`src/rtl/cpu_types_pkg.sv`:
```
// Shared CPU types: BTB entry layout, 2-bit branch counter encoding and helpers.
package cpu_types_pkg;

    typedef enum logic [1:0] {
        STRONG_NT,
        WEAK_NT,
        WEAK_T,
        STRONG_T
    } bpred_ctr_t;

    typedef struct packed {
        logic        valid;
        logic [29:0] tag;
        logic [31:0] target;
        bpred_ctr_t  ctr;
    } btb_entry_t;

    localparam bpred_ctr_t BTB_ALLOC_CTR = WEAK_T;

    localparam btb_entry_t BTB_ENTRY_RESET = '{
        valid:  1'b0,
        tag:    30'd0,
        target: 32'd0,
        ctr:    WEAK_NT
    };

    // Tag is kept right-aligned in a 30-bit field so one struct fits any table size.
    function automatic logic [29:0] btb_tag(input logic [31:0] pc, input int idx_w);
        return 30'(pc >> (idx_w + 2));
    endfunction

    function automatic bpred_ctr_t ctr_step(input bpred_ctr_t c, input logic taken);
        if (taken)
            return (c == STRONG_T) ? STRONG_T : bpred_ctr_t'(c + 2'd1);
        else
            return (c == STRONG_NT) ? STRONG_NT : bpred_ctr_t'(c - 2'd1);
    endfunction

endpackage

```
`src/rtl/branch_predictor_btb_table.sv`:
```
// BTB entry storage: async-reset flops, fetch and execute read ports, one write port.
module btb_table
    import cpu_types_pkg::*;
#(
    parameter int ENTRIES = 16,
    parameter int IDX_W   = $clog2(ENTRIES)
) (
    input  logic             CLK,
    input  logic             RST,
    input  logic [IDX_W-1:0] ft_idx,
    output btb_entry_t       ft_entry,
    input  logic [IDX_W-1:0] ex_idx,
    output btb_entry_t       ex_entry,
    input  logic             wr_en,
    input  logic [IDX_W-1:0] wr_idx,
    input  btb_entry_t       wr_entry
);

    btb_entry_t mem [ENTRIES];

    always_ff @(posedge CLK or posedge RST) begin
        if (RST) begin
            for (int i = 0; i < ENTRIES; i++)
                mem[i] <= BTB_ENTRY_RESET;
        end else if (wr_en) begin
            mem[wr_idx] <= wr_entry;
        end
    end

    // Reads see pre-write contents; no same-cycle bypass.
    assign ft_entry = mem[ft_idx];
    assign ex_entry = mem[ex_idx];

endmodule

```
`src/rtl/branch_predictor.sv`:
```
// Direct-mapped BTB with 2-bit counters: fetch lookup, EX resolution and training.
// Define BPRED_STATS_EN to add saturating branch/mispredict statistics outputs.
module branch_predictor
    import cpu_types_pkg::*;
#(
    parameter int BTB_ENTRIES = 16
) (
    input  logic        CLK,
    input  logic        RST,
    input  logic [31:0] pc_ft,
    output logic        predict_taken,
    output logic [31:0] predict_target,
    input  logic        resolve_en,
    input  logic        stall_ex,
    input  logic [31:0] pc_ex,
    input  logic        taken_ex,
    input  logic [31:0] target_ex,
    input  logic        pred_taken_ex,
    input  logic [31:0] pred_target_ex,
    output logic        branch_mispredict,
    output logic [31:0] correct_pc
`ifdef BPRED_STATS_EN
    ,
    output logic [31:0] stat_branches,
    output logic [31:0] stat_mispredicts
`endif
);

    localparam int IDX_W = $clog2(BTB_ENTRIES);

    logic [IDX_W-1:0] idx_ft;
    logic [IDX_W-1:0] idx_ex;
    btb_entry_t       ft_entry;
    btb_entry_t       ex_entry;
    btb_entry_t       wr_entry;
    logic             wr_en;
    logic             hit_ft;
    logic             hit_ex;
    logic             act;

    assign idx_ft = pc_ft[IDX_W+1:2];
    assign idx_ex = pc_ex[IDX_W+1:2];

    btb_table #(
        .ENTRIES (BTB_ENTRIES),
        .IDX_W   (IDX_W)
    ) u_table (
        .CLK      (CLK),
        .RST      (RST),
        .ft_idx   (idx_ft),
        .ft_entry (ft_entry),
        .ex_idx   (idx_ex),
        .ex_entry (ex_entry),
        .wr_en    (wr_en),
        .wr_idx   (idx_ex),
        .wr_entry (wr_entry)
    );

    assign hit_ft = ft_entry.valid && (ft_entry.tag == btb_tag(pc_ft, IDX_W));
    assign hit_ex = ex_entry.valid && (ex_entry.tag == btb_tag(pc_ex, IDX_W));

    assign predict_taken  = hit_ft & ft_entry.ctr[1];
    assign predict_target = predict_taken ? ft_entry.target : pc_ft + 32'd4;

    assign act = resolve_en & ~stall_ex;

    assign branch_mispredict = act & ((taken_ex != pred_taken_ex) |
                               (taken_ex & (target_ex != pred_target_ex)));

    assign correct_pc = taken_ex ? target_ex : pc_ex + 32'd4;

    // Hits train in place; only taken misses allocate.
    always_comb begin
        wr_en    = 1'b0;
        wr_entry = ex_entry;
        if (act) begin
            if (hit_ex) begin
                wr_en        = 1'b1;
                wr_entry.ctr = ctr_step(ex_entry.ctr, taken_ex);
                if (taken_ex)
                    wr_entry.target = target_ex;
            end else if (taken_ex) begin
                wr_en           = 1'b1;
                wr_entry.valid  = 1'b1;
                wr_entry.tag    = btb_tag(pc_ex, IDX_W);
                wr_entry.target = target_ex;
                wr_entry.ctr    = BTB_ALLOC_CTR;
            end
        end
    end

`ifdef BPRED_STATS_EN
    always_ff @(posedge CLK or posedge RST) begin
        if (RST) begin
            stat_branches    <= 32'd0;
            stat_mispredicts <= 32'd0;
        end else begin
            if (act && stat_branches != 32'hFFFF_FFFF)
                stat_branches <= stat_branches + 32'd1;
            if (branch_mispredict && stat_mispredicts != 32'hFFFF_FFFF)
                stat_mispredicts <= stat_mispredicts + 32'd1;
        end
    end
`endif

endmodule

```
`config.mk`:
```
export PLATFORM = sky130hd
export DESIGN_NAME = branch_predictor
export DESIGN_NICKNAME = d
export VERILOG_FILES = /design/src/rtl/cpu_types_pkg.sv /design/src/rtl/branch_predictor_btb_table.sv /design/src/rtl/branch_predictor.sv
export SDC_FILE = /design/constraint.sdc
export NUM_CORES = 2
export LEC_CHECK = 0
export CAP_MARGIN = 10
export CORE_MARGIN = 2
export CORE_UTILIZATION = 55
export CTS_CLUSTER_DIAMETER = 200
export DETAILED_ROUTE_END_ITERATION = 10
export GPL_TIMING_DRIVEN = 0
export PLACE_DENSITY = 0.83
export SLEW_MARGIN = 20
export SYNTH_ARGS = -nofsm -noshare
export SYNTH_HDL_FRONTEND = slang
export SYNTH_SLANG_ARGS = --single-unit
```
`constraint.sdc`:
```
create_clock -name CLK -period 41.1 [get_ports CLK]
set_input_delay 8.22 -clock CLK [delete_from_list [all_inputs] [get_ports CLK]]
set_output_delay 8.22 -clock CLK [all_outputs]
set_load 0.01 [all_outputs]
```
==> flow_summary.yaml <==
global_route:
  track_usage: 0.4879
  grt_pass1_wl_um: 380100
  grt.overflow.total: 0
  antenna_found_initial: 27
  grt_pass1_vias: 50250
  grt_max_degree: 108
floorplanning:
  die_h_um: 333.2
  dieWidth_um: 333.2
  initial_core_util: 0.5559
  row_count: 120
  ios: 200
  dieArea_um2: 111000
  coreArea_um2: 107200
sta:
  setup_viol: 0
  maxSlewViolCount: 12
  fin_crit_sh: 0.5929
  rsz0062_at_grt: "no"
  min_period_ns: 24.37
  clock_skew_ns: 0.05567
  slew_headroom: -0.01167
  fmax_mhz: 41.04
  worstMarginPinSlew_ns: 1.507
  fin_setup_tns_ns: 0
  final-hold-violation-count: 0
critical_path:
  rr_worst_depth: 11
  worst_path_max_delay_cell: "buf_1"
  crit_required_ns: 32.88
  crit_chain: "clkdlybuf4s50_1, clkbuf_1, clkbuf_2, buf_1, buf_1, a211oi_1, a21oi_1, xor2_1, nor4_1, nand4_1, nor3b_2, clkbuf_1, mux2i_1, clkdlybuf4s50_1"
  critical_path_class: "in -> out"
  path_buf_inv: 7
  crit_family: "buffers and inverters"
  cp_num_cells: 14
  cp_data_arrival_time_ns: 16.15
  endpoint_kind: "primary output"
  crit_path_start_kind: "primary input"
  max_stage_delay_ns: 0.87
  cp_max_fo: 10
power_and_ir_drop:
  vdd_ir_drop_max_v: 0.00004102
  power.density_nw_per_um2: 41.77
  p_leak_uw: 0.02842
synth:
  synth_area_leaders: "dfrtp_1 (43%), mux4_2 (21%), mux2_2 (11%)"
  syn_area_um2: 59600
  synth_cells: 4565
  yosysWarnings: 0
  synth_fp_nets: 4704
  ys_types: 71
  synth_top_area_frac: 0.4300
  synth_top_flop_cell: "dfrtp_1"
  yosysSeqAreaShare: 0.4370
  synth-edff-count: 0
  syn_avg_cell_area_um2: 13.06
  ys_async_sr_fraction: 1.000
  synth.largest_area_cell: "dfrtp_1"
  synth_seq_cells: 1040
outcome:
  violations: "design-rule violations, max-capacitance violations, max-slew violations"
  outcome: "complete, but fails checks"
cts:
  numCtsBuffers: 108
  cts_max_level: 3
  cts_tree: "done"
  cts.sinks: 1040
  cts_resized: 0
  ctsHoldBuffers: 0
  root_buffer: "clkbuf_16"
  post_cts_buffers: 0
  cts_buffer_depth: 3
  insertion_delay_ns: 0.76
  clk_pin_slew_ns: 0.06
cells_and_area:
  largest_reg_flops: 1040
  syn2layout_area_growth_pct: 13.24
  drive_gt1_frac: 0.3161
  final_util: 0.6295
  fill_cells: 8067
  finalInstanceArea_um2: 67490
  top_register: "u_table.mem"
  final_cell_mix: "dfrtp_1 (1024), mux2_2 (559), mux4_2 (545)"
  layout_commonest_cell: "dfrtp_1"
  final_cells: 6387
  final-seq-area_um2: 26050
  multi_input_area_um2: 31160
  top_regs: "u_table.mem x1040"
  nNetsFinal: 5011
detailed_routing:
  drc_errors: 1
  routed_via_density: 8.029
  drtIter0Drc: 9069
  wl_per_cell_um: 42.66
  num_vias: 51280
  drt-pass1-iter-count: 11
  routed_wl_um: 272500
  drtAntennaViolNets: 0
place:
  io_buffers: 184
  dpl_cell_area_um2: 63610
  gp_congestion: 1.167
  hpwl_um: 198600
  dp_cells: 6164
hold_path:
  hp-class: "reg -> reg"
  min_path_cells: 1
run:
  maxCapViolCount: 1
## layer usage
| layer | vias up | wire length (um) | track usage |
|---|---|---|---|
| met5 | - | 857 | 0.04516 |
| met4 | 36 | 25630 | 0.3351 |
| met2 | 5132 | 111500 | 0.6817 |
| met1 | 25960 | 90170 | 0.5914 |
| met3 | 1433 | 44360 | 0.2358 |
| li1 | 18730 | - | - |
## final cells by class
cell class	instances	share of cell area
sequential	1040	0.3859
inverter	28	0.001669
clock inverter	45	0.009622
multi-input combinational	2975	0.4618
tap	1403	0.02601
antenna	23	0.0008528
timing repair buffer	197	0.03211
clock buffer	154	0.04661
buffer	522	0.03543
## power by group
part	internal [uW]	switching, uW
sequential	1110	95.3
clock	599	457
combinational	217	340
total	1930	892
## kinds of logic after synthesis
| family | Yosys count | share of synthesized area |
|---|---|---|
| xor+xnor | 128 | 0.01881 |
| flops | 1040 | 0.4370 |
| mux | 1238 | 0.3353 |
| fa+ha+maj | 5 | 0.001050 |
| buf+inv | 550 | 0.04092 |
| simple gates | 567 | 0.04988 |
| compound gates | 1037 | 0.1170 |
## stage by stage
stage / setup WS, ns / total power, uW / hold slack, ns
finish: 16.73 / 2819 / 0.4847
global route: 17.11 / 2865 / 0.4994
floorplan: 3.636 / 1506 / 0.4513
detailed placement: 17.41 / 1739 / 0.4712
CTS: 17.36 / 2771 / 0.4895
global placement: -7.822 / 1726 / 0.4691
## path summary, 6_finish.rpt
path / from / end / slack, ns
setup / recovery: pc_ft[3] / predict_target[2] / 16.73
hold reg to reg: u_table.mem[580]$_DFFE_PP0P_ / u_table.mem[580]$_DFFE_PP0P_ / 0.48
min in group asynchronous: RST / u_table.mem[802]$_DFFE_PP0P_ / 7.90
setup reg to reg: u_table.mem[234]$_DFFE_PP0P_ / u_table.mem[698]$_DFFE_PP0P_ / 35.16
max in group asynchronous: RST / u_table.mem[305]$_DFFE_PP0P_ / 31.08
hold / removal: u_table.mem[580]$_DFFE_PP0P_ / u_table.mem[580]$_DFFE_PP0P_ / 0.48
## synth_stat cells, drive strengths merged, types with 3 or more instances
cell type,number
nor2b,15
mux2i,77
nor3,47
and2,67
a21o,3
a22oi,14
a31oi,519
a221oi,3
a211oi,10
a311oi,5
mux4,545
nor4b,3
buf,216
and3,14
clkbuf,306
or4,4
nand2,196
xnor2,68
xor2,60
o22ai,17
inv,23
dfrtp,1024
mux2,616
ha,5
or3,10
nand3,64
o31ai,325
a2111oi,6
nor3b,3
nor4,29
o221ai,3
a22o,3
dfstp,16
o31a,3
or2,3
nor2,58
nand2b,24
o211ai,9
o2bb2ai,5
a21oi,30
clkinv,5
nand4,25
o21ai,65
Power figures use the tool's default switching activity.
==> patch (same flow settings) <==
`BTB_ENTRIES`: 16 -> 8.
--- a/src/rtl/branch_predictor.sv
+++ b/src/rtl/branch_predictor.sv
@@ -3,7 +3,7 @@
 module branch_predictor
     import cpu_types_pkg::*;
 #(
-    parameter int BTB_ENTRIES = 16
+    parameter int BTB_ENTRIES = 8
 ) (
     input  logic        CLK,
     input  logic        RST,
Check against the original RTL: not settled (the Yosys comparison gave no result); the edit may change what the design does.
==> patch against the original RTL <==
- sequential share of layout area down 1.7 points
- sequential cell count down 520
- via count down 48%
- synthesized area down 49%
- highest routed layer unchanged
- combinational power down 31%
- hold slack worse by 0.0058 ns
- non-clock buffer count down 305
- routed wire length down 50%
- power down 43%
- die area down 49%
- cell area down 48%
- count of clock-buffer cells in the layout down 82
- worst setup slack better by 0.55 ns
- critical path type unchanged
==> patch: results (changes against the original RTL) <==
Power and ir drop
  • Part of the power in registers: 0.422 (-0.006)
  • Max IR drop VDD: 0.03490 mV (-15%)
  • Combinational gate power: 0.384 mW (-31%)
  • Lkg Pwr: 15.46 nW (-46%)
  • Tot Pwr: 1.596 mW (-43%)
  • Sw Share: 0.3188 (+0.002339)

Setup path
  • Setup crit end: predict_target[4]
  • Worst setup path startpoint: pc_ft[2]
  • R2R Setup Slk: 36.51 ns (+1.35 ns)
  • Crit-path max FO: 10 (unchanged)
  • R2R depth: 12 (+1)

Final layout
  • Final Non-Filler Cells: 3528 (-45%)
  • Final net count: 2916 (-42%)
  • Top flop regs: u_table.mem (520)
  • Fin area: 35310 µm² (-48%)
  • Share of layout cells above drive strength 1: 0.2457 (-0.07041)

Status
  • Status: completed

STA
  • Hold Slack: 0.4789 ns (-0.005837 ns)
  • Clk_skew: 0.03489 ns (-0.02078 ns)
  • Slew Limit Headroom: 0.1284 (+0.1400)

Synthesis
  • Post-synthesis sequential area ratio: 0.4291 (-0.007892)
  • Post-Syn Nets: 2656 (-44%)
  • Mux contribution to synthesized area: 0.2814 (-0.05388)
  • Post-synthesis xor/xnor area fraction: 0.03896 (+0.02015)
  • Post-synth cell types: 69 (-2.8%)
  • Cells after synthesis: 2520 (-45%)
  • Synth cell count leaders: dfrtp_1, mux2_2, mux4_2
  • Synth area leaders: dfrtp_1, mux4_2, mux2_2
  • Post-Synth Adder-Cell Area: 0.001484 (+0.0004346)
  • Compound-cell area share of the yosys netlist: 0.1272 (+0.01019)

Clock network
  • Clock insertion delay at the later pin of the skew report: 0.65 ns (-0.11 ns)
  • Num CTS Buffers: 57 (-47%)
  • Htree depth: 2 (-1)

Placed design
  • Port bufs: 192 (+4.3%)
  • Inst Count DP: 3425 (-44%)
  • Placer congestion estimate: 1.080 (-7.5%)
  • Area after DPL: 33370 µm² (-48%)
  • Post-DP HPWL: 96.02 mm (-52%)
  • Post-Place Setup Slack: 17.82 ns (+0.4098 ns)

Drt
  • DRT iter0 DRCs: 4217 (-54%)
  • WL/cell: 38.41 µm (-10%)
  • 1st-pass router iterations: 9 (-2)
  • Number of vias per cell: 7.596 (-5.4%)

Global route
  • Vias in the first global route: 26660 (-47%)
  • Global Route Usage Sum: 0.4739 (-0.01394)
  • Largest net degree at the start of global routing: 95 (-12%)
  • First-pass GRT wire length: 190.9 mm (-50%)

Hold path
  • Hold Startpoint: u_table.mem[127]
  • WHS Endpoint: u_table.mem[127]
==> patch: per-layer routing <==
layer  part of all wire  global-route usage  vias to the layer above
met5             0.0018             0.02251                        -
met4               0.10              0.3847                       16
met3               0.15              0.1926                      847
met2               0.41              0.6743                     2589
met1               0.33              0.5639                    13190
li1                   -                   -                    10160
==> patch: critical path, stage by stage <==
cell,delay (ns)
clkdlybuf4s50_1,0.49
buf_2,0.35
buf_2,0.60
clkbuf_1,0.99
buf_2,0.73
mux2i_1,0.84
xnor2_1,0.25
nor4_1,0.36
nand4_1,0.20
nor4_4,0.87
buf_2,0.51
a211oi_1,0.13
a31oi_1,0.39
clkdlybuf4s50_1,0.63
==> patch: area by class of cell <==
class                   count  area share
well taps                 704     0.02495
multi-input cells        1768      0.4593
repair buffers            201     0.05996
clock buffers              72     0.04426
flip-flops and latches    520      0.3688
clock inverters            28    0.009852
inverters                  19    0.002233
plain buffers             213     0.03041
diodes                      3   0.0002126
